$ cat config.mk
export PLATFORM = sky130hd
export DESIGN_NAME = retire_stage
export DESIGN_NICKNAME = d
export VERILOG_FILES = /design/src/rtl/retire_stage_pkg.sv /design/src/rtl/retire_stage.sv
export SDC_FILE = /design/constraint.sdc
export NUM_CORES = 1
export LEC_CHECK = 0
export CAP_MARGIN = 20
export CORE_ASPECT_RATIO = 0.75
export CORE_MARGIN = 2
export CORE_UTILIZATION = 32
export CTS_CLUSTER_SIZE = 28
export DETAILED_ROUTE_END_ITERATION = 10
export GPL_ROUTABILITY_DRIVEN = 0
export GPL_TIMING_DRIVEN = 0
export PLACE_DENSITY = 0.77
export SETUP_SLACK_MARGIN = 0.3
export SYNTH_ARGS = -nofsm -noshare
export SYNTH_HDL_FRONTEND = slang
export SYNTH_SLANG_ARGS = --single-unit
$ cat constraint.sdc
create_clock -name clock -period 2.7 [get_ports clock]
set_input_delay 0.81 -clock clock [delete_from_list [all_inputs] [get_ports clock]]
set_output_delay 0.81 -clock clock [all_outputs]
set_load 0.02 [all_outputs]
$ cat src/rtl/retire_stage_pkg.sv
// Shared definitions for the in-order retire stage.
//  - datapath widths (XLEN, ROB tag, register index, retire counter)
//  - retire FSM state encodings, exported on the debug state port
//  - rob_retire_packet_t: the ROB head entry as seen by the retire stage
//  - rf_write_eligible(): architectural write qualifier (x0 is never written)
package retire_stage_pkg;

  localparam int XLEN      = 32;
  localparam int ROB_TAG_W = 6;
  localparam int REG_W     = 5;
  localparam int CNT_W     = 32;

  localparam logic [1:0] RS_IDLE   = 2'd0;
  localparam logic [1:0] RS_STORE  = 2'd1;
  localparam logic [1:0] RS_FLUSH  = 2'd2;
  localparam logic [1:0] RS_HALTED = 2'd3;

  typedef struct packed {
    logic                 valid;
    logic                 ready;
    logic [ROB_TAG_W-1:0] tag;
    logic [REG_W-1:0]     dest;
    logic [XLEN-1:0]      value;
    logic                 reg_valid;
    logic                 is_store;
    logic [XLEN-1:0]      st_addr;
    logic [XLEN-1:0]      st_data;
    logic                 mispredict;
    logic [XLEN-1:0]      target;
    logic                 halt;
  } rob_retire_packet_t;

  function automatic logic rf_write_eligible(input logic reg_valid,
                                             input logic [REG_W-1:0] dest);
    return reg_valid && (dest != '0);
  endfunction

endpackage

$ cat src/rtl/retire_stage.sv
// In-order commit stage sitting directly behind the reorder buffer.
// Looks at the ROB head every cycle and commits at most one instruction:
// regfile write + map-table clear, store release over a req/ack handshake,
// mispredict redirect with full flush, or halt.
//
// Ports
//  clock, reset            clock; asynchronous active-low reset
//  head_*                  ROB head entry fields
//  st_req_ack              memory accepted the outstanding store this cycle
//  retire_entry, rob_clear ROB pop / machine-wide squash at the next posedge
//  rf_wr_*                 architectural regfile write port
//  map_clear_en/_tag       map-table clear for the retiring tag
//  redirect_valid/_pc      fetch redirect on mispredict
//  st_req_valid/_addr/_data registered store request
//  halted                  sticky halt flag
//  retired_count           wrapping count of retired instructions
//  dbg_state_o             current retire FSM state
//
// Store handshake: st_req_valid/addr/data are registered. Once valid rises,
// addr and data stay stable until a cycle in which st_req_ack=1; that cycle
// completes the transfer and valid drops at the following edge. An ack while
// no request is outstanding has no effect.
module retire_stage
  import retire_stage_pkg::*;
(
  input  logic                 clock,
  input  logic                 reset,
  input  logic                 head_valid,
  input  logic                 head_ready,
  input  logic [ROB_TAG_W-1:0] head_tag,
  input  logic [REG_W-1:0]     head_dest,
  input  logic [XLEN-1:0]      head_value,
  input  logic                 head_reg_valid,
  input  logic                 head_is_store,
  input  logic [XLEN-1:0]      head_st_addr,
  input  logic [XLEN-1:0]      head_st_data,
  input  logic                 head_mispredict,
  input  logic [XLEN-1:0]      head_target,
  input  logic                 head_halt,
  input  logic                 st_req_ack,
  output logic                 retire_entry,
  output logic                 rob_clear,
  output logic                 rf_wr_en,
  output logic [REG_W-1:0]     rf_wr_idx,
  output logic [XLEN-1:0]      rf_wr_data,
  output logic                 map_clear_en,
  output logic [ROB_TAG_W-1:0] map_clear_tag,
  output logic                 redirect_valid,
  output logic [XLEN-1:0]      redirect_pc,
  output logic                 st_req_valid,
  output logic [XLEN-1:0]      st_req_addr,
  output logic [XLEN-1:0]      st_req_data,
  output logic                 halted,
  output logic [CNT_W-1:0]     retired_count,
  output logic [1:0]           dbg_state_o
);

  rob_retire_packet_t head;
  logic               commit;
  logic               wr_ok;

  logic [1:0]       state_q,     state_d;
  logic             st_valid_q,  st_valid_d;
  logic [XLEN-1:0]  st_addr_q,   st_addr_d;
  logic [XLEN-1:0]  st_data_q,   st_data_d;
  logic             halted_q,    halted_d;
  logic [CNT_W-1:0] count_q,     count_d;

  assign head = '{valid:      head_valid,
                  ready:      head_ready,
                  tag:        head_tag,
                  dest:       head_dest,
                  value:      head_value,
                  reg_valid:  head_reg_valid,
                  is_store:   head_is_store,
                  st_addr:    head_st_addr,
                  st_data:    head_st_data,
                  mispredict: head_mispredict,
                  target:     head_target,
                  halt:       head_halt};

  assign commit = head.valid && head.ready;
  assign wr_ok  = rf_write_eligible(head.reg_valid, head.dest);

  // Next state and combinational commit outputs. Everything stays zero
  // while reset is asserted so the ROB never sees a pop during reset.
  always_comb begin
    state_d        = state_q;
    st_valid_d     = st_valid_q;
    st_addr_d      = st_addr_q;
    st_data_d      = st_data_q;
    halted_d       = halted_q;
    retire_entry   = 1'b0;
    rob_clear      = 1'b0;
    rf_wr_en       = 1'b0;
    rf_wr_idx      = '0;
    rf_wr_data     = '0;
    map_clear_en   = 1'b0;
    map_clear_tag  = '0;
    redirect_valid = 1'b0;
    redirect_pc    = '0;

    if (reset) begin
      case (state_q)
        RS_IDLE: begin
          if (commit) begin
            if (head.halt) begin
              retire_entry = 1'b1;
              halted_d     = 1'b1;
              state_d      = RS_HALTED;
            end else if (head.is_store) begin
              // The store retires only once memory accepts it.
              st_valid_d = 1'b1;
              st_addr_d  = head.st_addr;
              st_data_d  = head.st_data;
              state_d    = RS_STORE;
            end else begin
              retire_entry = 1'b1;
              if (wr_ok) begin
                rf_wr_en      = 1'b1;
                rf_wr_idx     = head.dest;
                rf_wr_data    = head.value;
                map_clear_en  = 1'b1;
                map_clear_tag = head.tag;
              end
              if (head.mispredict) begin
                rob_clear      = 1'b1;
                redirect_valid = 1'b1;
                redirect_pc    = head.target;
                state_d        = RS_FLUSH;
              end
            end
          end
        end
        RS_STORE: begin
          if (st_req_ack) begin
            retire_entry = 1'b1;
            st_valid_d   = 1'b0;
            state_d      = RS_IDLE;
          end
        end
        RS_FLUSH: begin
          // Bubble while the squash propagates; the head is stale here.
          state_d = RS_IDLE;
        end
        default: begin
          // RS_HALTED absorbs until reset.
          state_d = RS_HALTED;
        end
      endcase
    end
  end

  assign count_d = retire_entry ? count_q + CNT_W'(1) : count_q;

  always_ff @(posedge clock or negedge reset) begin
    if (!reset) begin
      state_q    <= RS_IDLE;
      st_valid_q <= 1'b0;
      st_addr_q  <= '0;
      st_data_q  <= '0;
      halted_q   <= 1'b0;
    end else begin
      state_q    <= state_d;
      st_valid_q <= st_valid_d;
      st_addr_q  <= st_addr_d;
      st_data_q  <= st_data_d;
      halted_q   <= halted_d;
    end
  end

  always_ff @(posedge clock or negedge reset) begin
    if (!reset) begin
      count_q <= '0;
    end else begin
      count_q <= count_d;
    end
  end

  assign st_req_valid  = st_valid_q;
  assign st_req_addr   = st_addr_q;
  assign st_req_data   = st_data_q;
  assign halted        = halted_q;
  assign retired_count = count_q;
  assign dbg_state_o   = state_q;

endmodule

==> results of run 1 <==
==> cells by family (layout without fill, tap and decap cells) <==
kind of cell | count (synthesis) | after routing | synth area share, %
simple gates | 160 | 160 | 21.2
flops | 100 | 100 | 52.4
mux | 65 | 65 | 15.3
xor+xnor | 31 | 31 | 5.69
buf+inv | 29 | 416 | 2.80
compound gates | 11 | 12 | 1.81
fa+ha+maj | 3 | 3 | 0.786
==> registers in the layout, summed over array words and instances (netlist names) <==
signal and count:
st_req_valid 1, st_req_data 32, st_req_addr 32, dbg_state_o 2, retired_count 32, halted 1
==> worst max path at each step <==
stage | startpoint | end | slack, ps | cells after the start
finish | head_dest[4] | rf_wr_data[1] | -310 | 6
global route | dbg_state_o[0] | rf_wr_data[10] | -350 | 8
CTS | reset | rf_wr_data[10] | -310 | 8
detailed placement | reset | rf_wr_idx[3] | -1830 | 8
global placement | reset | rf_wr_idx[3] | -5020 | 7
floorplan | head_dest[1] | map_clear_tag[0] | -50 | 4
==> cells in the mapped netlist (2+ instances only) <==
cell	instances	area [um2]
ha_1	3	37.5
clkbuf_1	10	37.5
buf_4	2	15.0
nand3_1	9	45.0
nand2_1	13	48.8
xnor2_1	10	87.6
dfrtp_1	100	2500
nor2_1	7	26.3
nor4_2	4	50.1
buf_2	7	35.0
mux2_2	65	732
or4_1	2	15.0
o21ai_0	2	10.0
xor2_1	21	184
and4_1	5	43.8
nand4_1	15	93.8
inv_1	7	26.3
and3_1	6	37.5
and2_1	75	469
nor3_1	12	60.1
==> repair_timing <==
| item | 4_1_cts | 5_1_grt |
|---|---|---|
| buffers inserted | 12 | 20 |
| endpoints found under the setup margin | 175 | 140 |
| resized for setup | 471 | 144 |
| cloned | 9 | 3 |
| pin swaps | 35 | 26 |
==> power by group through the flow <==
stage | registers, uW | logic [uW] | clock network, uW
6_report | 2220 | 2660 | 1270
5_1_grt | 2280 | 2780 | 1370
4_1_cts | 2210 | 2610 | 1300
3_5_place_dp | 2240 | 2500 | 0
3_3_place_gp | 2210 | 2440 | 0
2_1_floorplan | 2750 | 574 | 0
==> layout make-up <==
type	instances	share of cell area (%)
Clock buffer	11	2.52
Buffer	22	2.56
Tap cell	200	2.59
Sequential cell	100	25.9
Inverter	7	0.272
Clock inverter	5	0.467
Multi-Input combinational cell	271	25.1
Timing Repair Buffer	371	40.5
==> through the flow <==
| stage | setup WS (ps) | power (uW) |
|---|---|---|
| 2_1_floorplan | -54.4 | 3330 |
| 3_3_place_gp | -5020 | 4650 |
| 3_5_place_dp | -1830 | 4740 |
| 4_1_cts | -309 | 6120 |
| 5_1_grt | -353 | 6430 |
| 6_report | -307 | 6150 |
==> layer usage <==
layer,global-route usage [%],share of wire (%),up-vias
li1,-,-,2155
met1,28.1,41,2282
met2,39.5,52,186
met3,6.47,6.1,20
met4,6.29,1.5,0
met5,0,0,-
==> impl_metrics.py, run 1 <==
metrics = {
    "clock_network": {
        "hold_buffers": 0,
        "cts_buffers": 9,
        "clock_latency_ps": 340,
        "cts_tree": "built",
        "clock_path_buffers": 2,
        "cts-root-buf": "clkbuf_16",
        "htree_levels": 3,
        "path_clk_slew_ps": 70,
        "numClockSinks": 100,
    },
    "finish": {
        "utilization_pct": 66.5,
        "final_cell_mix": "clkdlybuf4s50_1, dfrtp_1, buf_6, and2_4, mux2_2",
        "final_cell_area_mm2": 0.00965,
        "stdcell_count": 987,
        "area_growth_pct": 102,
        "mostFrequentLayoutCell": "clkdlybuf4s50_1",
        "nNetsFinal": 933,
        "multi_input_area_mm2": 0.00242,
        "diodes": 0,
        "fillCellCount": 1041,
        "drive_above_1_share_pct": 42.1,
        "regArea_mm2": 0.00250,
    },
    "worst_setup_path": {
        "endpoint_kind": "output port",
        "critPathTopFamily": "simple AND/OR/NAND/NOR gates",
        "critical_path_required_ps": 1890,
        "rr_worst_depth": 12,
        "path_cells": "buf_6 > or4_4 > o211a_4 > buf_8 > and2_4 > buf_6",
        "max_stage_delay_ps": 550,
        "crit_type": "in -> out",
        "regToRegSetupSlack_ps": 330,
        "path_buf_inv": 3,
        "cp-start-kind": "input port",
        "cp_max_fo": 5,
        "path_common_cell": "buf_6",
        "rr_startpoint": "dbg_state_o[0]",
        "cpMaxStageDelayCell": "or4_4",
        "r2r-end": "st_req_data[14]",
        "arrival_ps": 2200,
    },
    "logic_synthesis": {
        "synth_edf_count": 0,
        "netlist_area_mm2": 0.00477,
        "yosysWarnings": 0,
        "synthDistinctLibCells": 44,
        "ys_ff_latch": 100,
        "ys_async_sr_fraction_pct": 100,
        "yosysSeqAreaShare_pct": 52.4,
        "mappedNetlistNets": 550,
        "syn_area_per_cell_um2": 12.0,
        "syn-instance-count": 399,
        "synthFlopType": "dfrtp_1",
    },
    "route": {
        "ant_nets": 0,
        "dr.pass1.iters": 4,
        "vias": 4643,
        "initialDrtViolationCount": 194,
        "avgRoutedWirePerCell_um": 19.2,
        "viasPerCell": 4.70,
        "wirelength_um": 19000,
        "drc": 0,
    },
    "timing": {
        "clock_skew_ps": 12.9,
        "setup_viol": 78,
        "final_hold_viol_count": 0,
        "max_freq_ghz": 0.333,
        "drv_slew": 0,
        "hold_slack_ps": 390,
        "fin_crit_ps": 3010,
        "timing.final.ws_setup_ps": -307,
        "relSlewSlack_pct": 73.1,
        "grt_setup_unrepaired": "yes",
        "period_share_pct": 111,
        "worst_pin_slew_ps": 403,
        "final.setup.tns_ps": -16770,
    },
    "power_and_ir_drop": {
        "p_sw_share_pct": 34.1,
        "power_frac_comb_pct": 43.2,
        "power_switching_uw": 2100,
        "power_density_mw_per_mm2": 638,
        "seq_power_share_pct": 36.1,
        "p_clk_share_pct": 20.6,
        "power.leakage_uw": 0.00443,
        "ir_worst_vdd_mv": 0.409,
        "internal-power_uw": 4050,
    },
    "grt": {
        "grt_util_all_layers_pct": 22.8,
        "grt_start_max_net_pins": 32,
        "grt_first_pass_wirelength_um": 27800,
        "grt_pass1_vias": 4742,
        "antenna_found_initial": 0,
        "grt-ovfl-total": 0,
    },
    "worst_hold_path": {
        "min_path_type": "in -> async",
    },
    "die": {
        "design.die.area_mm2": 0.0159,
        "die_h_um": 110,
        "ioPinCount": 328,
        "fp-row-count": 38,
        "core_mm2": 0.0145,
        "die_w_um": 145,
        "start_util_pct": 32.9,
    },
    "status": {
        "status": "complete, but fails checks",
        "violations": "setup timing",
    },
    "placed_design": {
        "place_area_mm2": 0.00852,
        "dp.cells": 927,
        "dp_hpwl_um": 13800,
        "portBuffers": 327,
    },
    "job": {
        "cap_violations": 0,
    },
}
(Power assumes the default switching activity.)
==> run 2: changes to the inputs <==
- CORE_AREA: unset -> 4 4 126 128
- CORE_ASPECT_RATIO: 0.75 -> unset
- CORE_MARGIN: 2 -> unset
- CORE_UTILIZATION: 32 -> unset
- CTS_CLUSTER_DIAMETER: unset -> 100
- DIE_AREA: unset -> 0 0 130 132
- PLACE_DENSITY: 0.77 -> 0.75
- clock period: 2.7 -> 3.85 ns (I/O delays scaled with it)
==> run 2 against run 1 <==
Compared with the run above:
- the run now ends clean
- clock skew is 6.0 ps lower
- final cell count is 4.5% lower
- non-clock buffer count shrank 32
- core utilization decreased by 6.6 points
- via count fell by 1.9%
- critical path type unchanged
- largest cell class unchanged
- highest routed layer unchanged
==> impl_metrics.py, run 2 (synthesized netlist as in run 1, its figures left out) <==
metrics = {
    "status": {
        "status": "finished, final reports clean",
    },
    "clock_network": {
        "path_clk_slew_ps": 70,
        "hold_buffers": 0,
        "clock_path_buffers": 2,
        "cts-root-buf": "clkbuf_16",
        "numClockSinks": 100,
        "htree_levels": 3,
        "cts_buffers": 9,
        "cts_tree": "built",
        "clock_latency_ps": 330,
    },
    "die": {
        "ioPinCount": 328,
        "die_w_um": 130,
        "start_util_pct": 32.1,
        "core_mm2": 0.0149,
        "fp-row-count": 45,
        "die_h_um": 132,
        "design.die.area_mm2": 0.0172,
    },
    "grt": {
        "grt_first_pass_wirelength_um": 27100,
        "grt.busiest_layer": "met2",
        "grt-ovfl-total": 0,
        "grt_util_met2_pct": 38.9,
        "antenna_found_initial": 0,
        "use_met1_pct": 20.1,
        "grt_util_all_layers_pct": 20.5,
        "grt_pass1_vias": 4848,
        "use_met3_pct": 4.50,
        "grt_start_max_net_pins": 60,
    },
    "placed_design": {
        "portBuffers": 327,
        "dp_hpwl_um": 14600,
        "place_area_mm2": 0.00831,
    },
    "timing": {
        "drv_slew": 0,
        "period_share_pct": 95.9,
        "setup_viol": 0,
        "max_freq_ghz": 0.271,
        "final_hold_viol_count": 0,
        "worst_pin_slew_ps": 797,
        "fin_crit_ps": 3690,
        "grt_setup_unrepaired": "yes",
        "clock_skew_ps": 6.88,
        "relSlewSlack_pct": 46.7,
    },
    "finish": {
        "nNetsFinal": 901,
        "multi_input_area_mm2": 0.00231,
        "area_growth_pct": 86.7,
        "fillCellCount": 1237,
        "mostFrequentLayoutCell": "clkdlybuf4s50_1",
        "diodes": 0,
        "utilization_pct": 59.9,
        "drive_above_1_share_pct": 33.6,
        "final_cell_area_mm2": 0.00891,
        "final_cell_mix": "clkdlybuf4s50_1, dfrtp_1, mux2_2, buf_6, and2_4",
        "regArea_mm2": 0.00250,
    },
    "route": {
        "drc": 0,
        "ant_nets": 0,
        "viasPerCell": 4.83,
        "wirelength_um": 18200,
        "initialDrtViolationCount": 182,
        "avgRoutedWirePerCell_um": 19.3,
        "dr.pass1.iters": 6,
        "vias": 4554,
    },
    "worst_setup_path": {
        "max_stage_delay_ps": 540,
        "endpoint_kind": "output port",
        "cp-start-kind": "input port",
        "crit_type": "in -> out",
        "critical_path_required_ps": 2690,
        "arrival_ps": 2540,
        "cp_max_fo": 5,
        "path_common_cell": "buf_6",
        "path_cells": "buf_6 > or4_4 > o211a_4 > buf_8 > and2_4 > buf_6",
        "cpMaxStageDelayCell": "or4_4",
    },
    "worst_hold_path": {
        "min_path_type": "reg -> reg",
    },
    "power_and_ir_drop": {
        "power.leakage_uw": 0.00415,
        "power_density_mw_per_mm2": 474,
        "ir_worst_vdd_mv": 0.252,
    },
    "job": {
        "cap_violations": 0,
    },
}
-- run 2: cell types whose count changed in the layout (fill, tap and decap cells not counted), moves of 3 or more --
| cell | delta |
|---|---|
| and2_4 | -33 |
| buf_6 | -53 |
| buf_4 | -19 |
| buf_2 | +34 |
| and2_1 | +33 |
| clkbuf_2 | +3 |
| inv_2 | -3 |
| bufbuf_16 | -3 |
| inv_1 | +3 |
| dlygate4sd2_1 | +4 |
-- run 2: worst paths after layout --
kind                                   start  cells after the start  slack [ps]           endpoint
setup reg to reg              dbg_state_o[0]                      7        1190     st_req_data[8]
setup / recovery                head_dest[4]                      6         160     rf_wr_data[25]
hold / removal             retired_count[31]                      1         480  retired_count[31]
hold reg to reg            retired_count[31]                      1         480  retired_count[31]
min in group asynchronous              reset                      1         620       st_req_valid
max in group asynchronous              reset                      2        2750    st_req_addr[30]
-- run 2: critical path: cells and delay by family --
family          cells  cell delay, ps
buf+inv             3             370
simple gates        2             680
compound gates      1             320
-- run 2: per-layer routing --
| layer | up-vias | share of wire (%) |
|---|---|---|
| met5 | - | 0 |
| met4 | 0 | 4.6 |
| met3 | 30 | 8.1 |
| met2 | 236 | 55 |
| met1 | 2197 | 33 |
| li1 | 2091 | - |
-- run 2: report_power, final --
group,internal [uW],total [uW],switching (uW)
combinational,948,1740,788
clock,570,947,377
sequential,1360,1540,182
total,2880,4220,1350
-- run 2: per-stage QoR --
stage | instances | setup WS [ps] | hold WS [ps] | total power, uW | TNS [ps]
floorplan | 399 | 330 | 565 | 2330 | 0
finish | 943 | 158 | 482 | 4220 | 0
global route | 943 | 138 | 500 | 4430 | 0
global placement | 914 | -4800 | 451 | 3250 | -867070
detailed placement | 915 | -954 | 466 | 3290 | -61990
CTS | 942 | 164 | 481 | 4290 | 0
-- run 2: layout make-up --
cell class,count,area share [%]
Inverter,7,0.295
Tap cell,188,2.64
Clock buffer,10,2.57
Timing Repair Buffer,339,37.5
Sequential cell,100,28.1
Multi-Input combinational cell,271,25.9
Clock inverter,6,0.969
Buffer,22,1.99
-- run 2: timing repair --
| action | in CTS | in global routing |
|---|---|---|
| cloned | 6 | 1 |
| endpoints found under the hold margin | 0 | 0 |
| buffers inserted | 5 | 0 |
| pin swaps | 44 | 7 |
| gates resized for setup | 511 | 24 |
| endpoints found under the setup margin | 80 | 66 |
==> RTL change 1 (flow settings as in run 2) <==
Add an input register stage for `head_target`, with the module's reset; this delays it by one clock. The other inputs are not delayed to match.
--- a/src/rtl/retire_stage.sv
+++ b/src/rtl/retire_stage.sv
@@ -55,6 +55,16 @@
   output logic [1:0]           dbg_state_o
 );
 
+  logic [XLEN-1:0] head_target_q;
+
+  always_ff @(posedge clock or negedge reset) begin
+    if (!reset) begin
+      head_target_q <= '0;
+    end else begin
+      head_target_q <= head_target;
+    end
+  end
+
   rob_retire_packet_t head;
   logic               commit;
   logic               wr_ok;
@@ -76,7 +86,7 @@
                   st_addr:    head_st_addr,
                   st_data:    head_st_data,
                   mispredict: head_mispredict,
-                  target:     head_target,
+                  target:     head_target_q,
                   halt:       head_halt};
 
   assign commit = head.valid && head.ready;
Behaviour: not the same (a bounded check fails within 4 cycles, from zero or initial values and one cycle with reset low).
==> RTL change 1 against run 2 <==
- synthesized area grew 18%
- maximum frequency shrank 0.74%
- worst setup slack lost 27 ps
- total power grew 20%
- routed wire length grew 6.1%
- synthesized cell count grew 6.8%
- design area grew 12%
- sequential cell count grew 32
- largest power group is now sequential cells
==> RTL change 1: results (changes against run 2) <==
* Vias in the first global route at 5105 (was 4848)
* R2R Path End: retired_count[7] (was st_req_data[8])
* Mux contribution to synthesized area at 0.136 (was 0.153)
* Net count after synthesis at 577 (was 550)
* Synth Area in XOR/XNOR at 0.0482 (was 0.0569)
* Reg2reg start: dbg_state_o[1] (was dbg_state_o[0])
* Crit path DAT at 2560 ps (was 2540 ps)
* Initial antenna violation count at 4 (was 0)
* Met1 WL at 7260 um (was 5930 um)
* Slew @ Worst Pin at 412 ps (was 797 ps)
* Library cells used by synthesis at 41 (was 44)
* Top routing layer used: met5 (was met4)
* Met2 usage at 0.387 (was 0.389)
* Skew-Pair Late Insertion Delay at 410 ps (was 330 ps)
* R2R cell count at 9 (was 7)
* DRT iter0 DRCs at 164 (was 182)
* Avg Inst Size Synth at 13.2 um^2 (was 12.0 um^2)
* Sequential area share after synthesis at 0.586 (was 0.524)
* Leak at 4.83 nW (was 4.15 nW)
* Gr usage total at 0.226 (was 0.205)
* Worst-path clk slew at 50 ps (was 70 ps)
* Placed Cells at 942 (was 915)
* Metal3 WL at 1530 um (was 1480 um)
* Status: completed (unchanged)
* Commonest cells post-synth: dfrtp_1, mux2_2, and2_1 (was dfrtp_1, and2_1, mux2_2)
* DP HPWL at 14600 um (about the same)
* Adder-Cell Fraction of Synth Area at 0.00666 (was 0.00786)
* Worst IR Drop VDD at 0.439 mV (was 0.252 mV)
* Global-route wire length before repair at 29800 um (was 27100 um)
==> RTL change 1: logic make-up after synthesis <==
family	count (synthesis)
AO/OA/AOI/OAI	9
XOR/XNOR	31
adder cells (fa/ha/maj)	3
buffers and inverters	31
flip-flops	132
multiplexers	68
AND/OR/NAND/NOR	152
==> RTL change 1: final cells by class <==
class | instances | area [um^2]
fillers | 1151 | 4910
diodes | 3 | 7.51
multi-input cells | 263 | 2250
flip-flops and latches | 132 | 3300
well taps | 188 | 235
clock buffers | 21 | 470
repair buffers | 344 | 3350
inverters | 7 | 26.3
plain buffers | 24 | 205
clock inverters | 11 | 101
==> RTL change 1: worst max-delay path by stage <==
stage / startpoint / slack (ps) / cells after the start / to
after CTS: head_dest[4] / 140 / 7 / rf_wr_data[18]
final: head_dest[4] / 130 / 7 / rf_wr_data[26]
after detailed placement: reset / -1570 / 8 / rf_wr_data[3]
after floorplan: head_dest[1] / 360 / 4 / map_clear_tag[0]
after global placement: reset / -5910 / 7 / rf_wr_idx[1]
after global routing: head_dest[4] / 110 / 7 / rf_wr_data[20]
==> RTL change 1: stage by stage <==
| stage | hold WS (ps) | instance area (um^2) |
|---|---|---|
| floorplan | 578 | 5630 |
| global placement | 458 | 9140 |
| detailed placement | 469 | 9170 |
| CTS | 475 | 9900 |
| global route | 492 | 9950 |
| finish | 473 | 9950 |
==> RTL change 1: power by group <==
part | internal (mW) | switching, mW | total, mW | leakage, nW
combinational | 0.905 | 0.753 | 1.66 | 2.85
clock | 0.940 | 0.595 | 1.54 | 0.272
sequential | 1.69 | 0.189 | 1.88 | 1.71
==> RTL change 1: timing repair <==
| item | CTS | global route |
|---|---|---|
| setup buffers | 8 | 1 |
| setup endpoints to repair | 80 | 79 |
| cloned | 7 | 0 |
| resized for setup | 446 | 21 |
| pin swaps | 15 | 2 |
==> RTL change 2 (config.mk and constraints of run 2) <==
Made on the original files. The package constant `REG_W` goes from 5 to 10.
--- a/src/rtl/retire_stage_pkg.sv
+++ b/src/rtl/retire_stage_pkg.sv
@@ -7,7 +7,7 @@
 
   localparam int XLEN      = 32;
   localparam int ROB_TAG_W = 6;
-  localparam int REG_W     = 5;
+  localparam int REG_W     = 10;
   localparam int CNT_W     = 32;
 
   localparam logic [1:0] RS_IDLE   = 2'd0;
Interface: changed (resized head_dest and rf_wr_idx); port bits go from 328 to 338. The function was not compared with the original's and may differ.
==> RTL change 2 against run 2 <==
- sequential cell count is the same
- design area grew 0.65%
- clock skew is essentially flat
- highest routed layer unchanged
- total power shrank 2.2%
- first-iteration DRC count grew 30%
- final cell count grew 0.11%
- count of clock-buffer cells in the layout grew 2
- maximum frequency shrank 2.5%
- synthesized area shrank 2.1%
- worst setup slack lost 93 ps
- critical endpoint is now rf_wr_data[8]
- largest cell class unchanged
- routed wire length shrank 2.6%
==> RTL change 2: results (changes against run 2) <==
* Status: completed (unchanged)
* Net Switching at 1.35 mW (about the same)
* Setup WS pre-CTS at -1400 ps (was -954 ps)
* Final #Nets at 907 (was 901)
* DP HPWL at 13400 um (was 14600 um)
* Slew HR at 0.560 (was 0.467)
* CTS Root Cell: clkbuf_16 (unchanged)
* Synth top area cells: dfrtp_1, mux2_2, and2_1 (unchanged)
* Hold_ws at 485 ps (was 482 ps)
* Sequential area share after synthesis at 0.535 (was 0.524)
* Library cells used by synthesis at 38 (was 44)
* Fmax at 264 MHz (was 271 MHz)
* Net count after synthesis at 540 (was 550)
* Mapped Cells at 384 (was 399)
* Crit path DAT at 2630 ps (was 2540 ps)
* Area after DPL at 8310 um^2 (about the same)
* Metal3 WL at 1370 um (was 1480 um)
* Routed wl met2 at 9040 um (was 9980 um)
* Met1 usage at 0.251 (was 0.201)
* Vias in the first global route at 4586 (was 4848)
* Gates resized, CTS repair at 482 (was 511)
* Leak at 4.15 nW (about the same)
* Largest net degree at the start of global routing at 38 (was 60)
* Port bufs at 337 (was 327)
* Drt pass-1 iters at 4 (was 6)
* Routing usage on met3 at 0.0434 (was 0.0450)
* Register-to-register setup slack at 1210 ps (was 1190 ps)
* Setup bufs post-CTS at 8 (was 5)
* Vias per cell at 4.68 (was 4.83)
* DRT iter0 DRCs at 236 (was 182)
* Overall power at 4.13 mW (was 4.22 mW)
* Layout cell share with drive strength beyond 1 at 0.344 (was 0.336)
* Global-route wire length before repair at 26500 um (was 27100 um)
* Clock share of power at 0.208 (was 0.224)
* Met1 WL at 6940 um (was 5930 um)
* Routed wire length at 17700 um (was 18200 um)
* Fill cells at 1177 (was 1237)
* Met2 usage at 0.342 (was 0.389)
* CP Max Fanout at 8 (was 5)
[RTL change 2: changes by cell type after synthesis, sizes merged, moves of 6 or more]
cell and delta:
xor2 -15, xnor2 +15, nor3 -8, clkbuf -6
nand4 -7
[RTL change 2: cell families (layout without fill, tap and decap cells)]
| logic type | after synthesis | after routing | synth area share |
|---|---|---|---|
| adders and majority gates | 3 | 3 | 0.00803 |
| AOI/OAI and AO/OA | 13 | 13 | 0.0211 |
| xor gates and xnor gates | 31 | 31 | 0.0581 |
| DFF | 100 | 100 | 0.535 |
| muxes | 66 | 66 | 0.159 |
| other | 0 | 1 | 0 |
| buffers and inverters | 21 | 392 | 0.0209 |
| and+or+nand+nor | 150 | 150 | 0.198 |
[RTL change 2: final timing paths]
path / endpoint / from / cells past startpoint
max in group asynchronous: st_req_data[4] / reset / 3
setup reg to reg: st_req_addr[18] / dbg_state_o[0] / 8
setup / recovery: rf_wr_data[8] / reset / 10
hold / removal: st_req_data[14] / st_req_data[14] / 1
min in group asynchronous: st_req_addr[31] / reset / 1
hold reg to reg: st_req_data[14] / st_req_data[14] / 1
[RTL change 2: area by class of cell]
| type | instances | area (um^2) | area share |
|---|---|---|---|
| buffer | 16 | 136 | 0.0152 |
| tap | 188 | 235 | 0.0262 |
| clock inverter | 3 | 21.3 | 0.00237 |
| timing repair buffer | 356 | 3540 | 0.394 |
| clock buffer | 12 | 256 | 0.0286 |
| multi-input combinational | 263 | 2260 | 0.252 |
| sequential | 100 | 2500 | 0.279 |
| antenna | 1 | 2.50 | 0.000279 |
| inverter | 5 | 18.8 | 0.00209 |
[RTL change 2: critical path, cell delays in order]
cell	delay, ps
buf_16	80
buf_16	110
nand4_1	160
nor3_4	220
nand2_2	90
a31oi_4	210
buf_6	190
buf_6	120
and2_4	160
buf_6	120
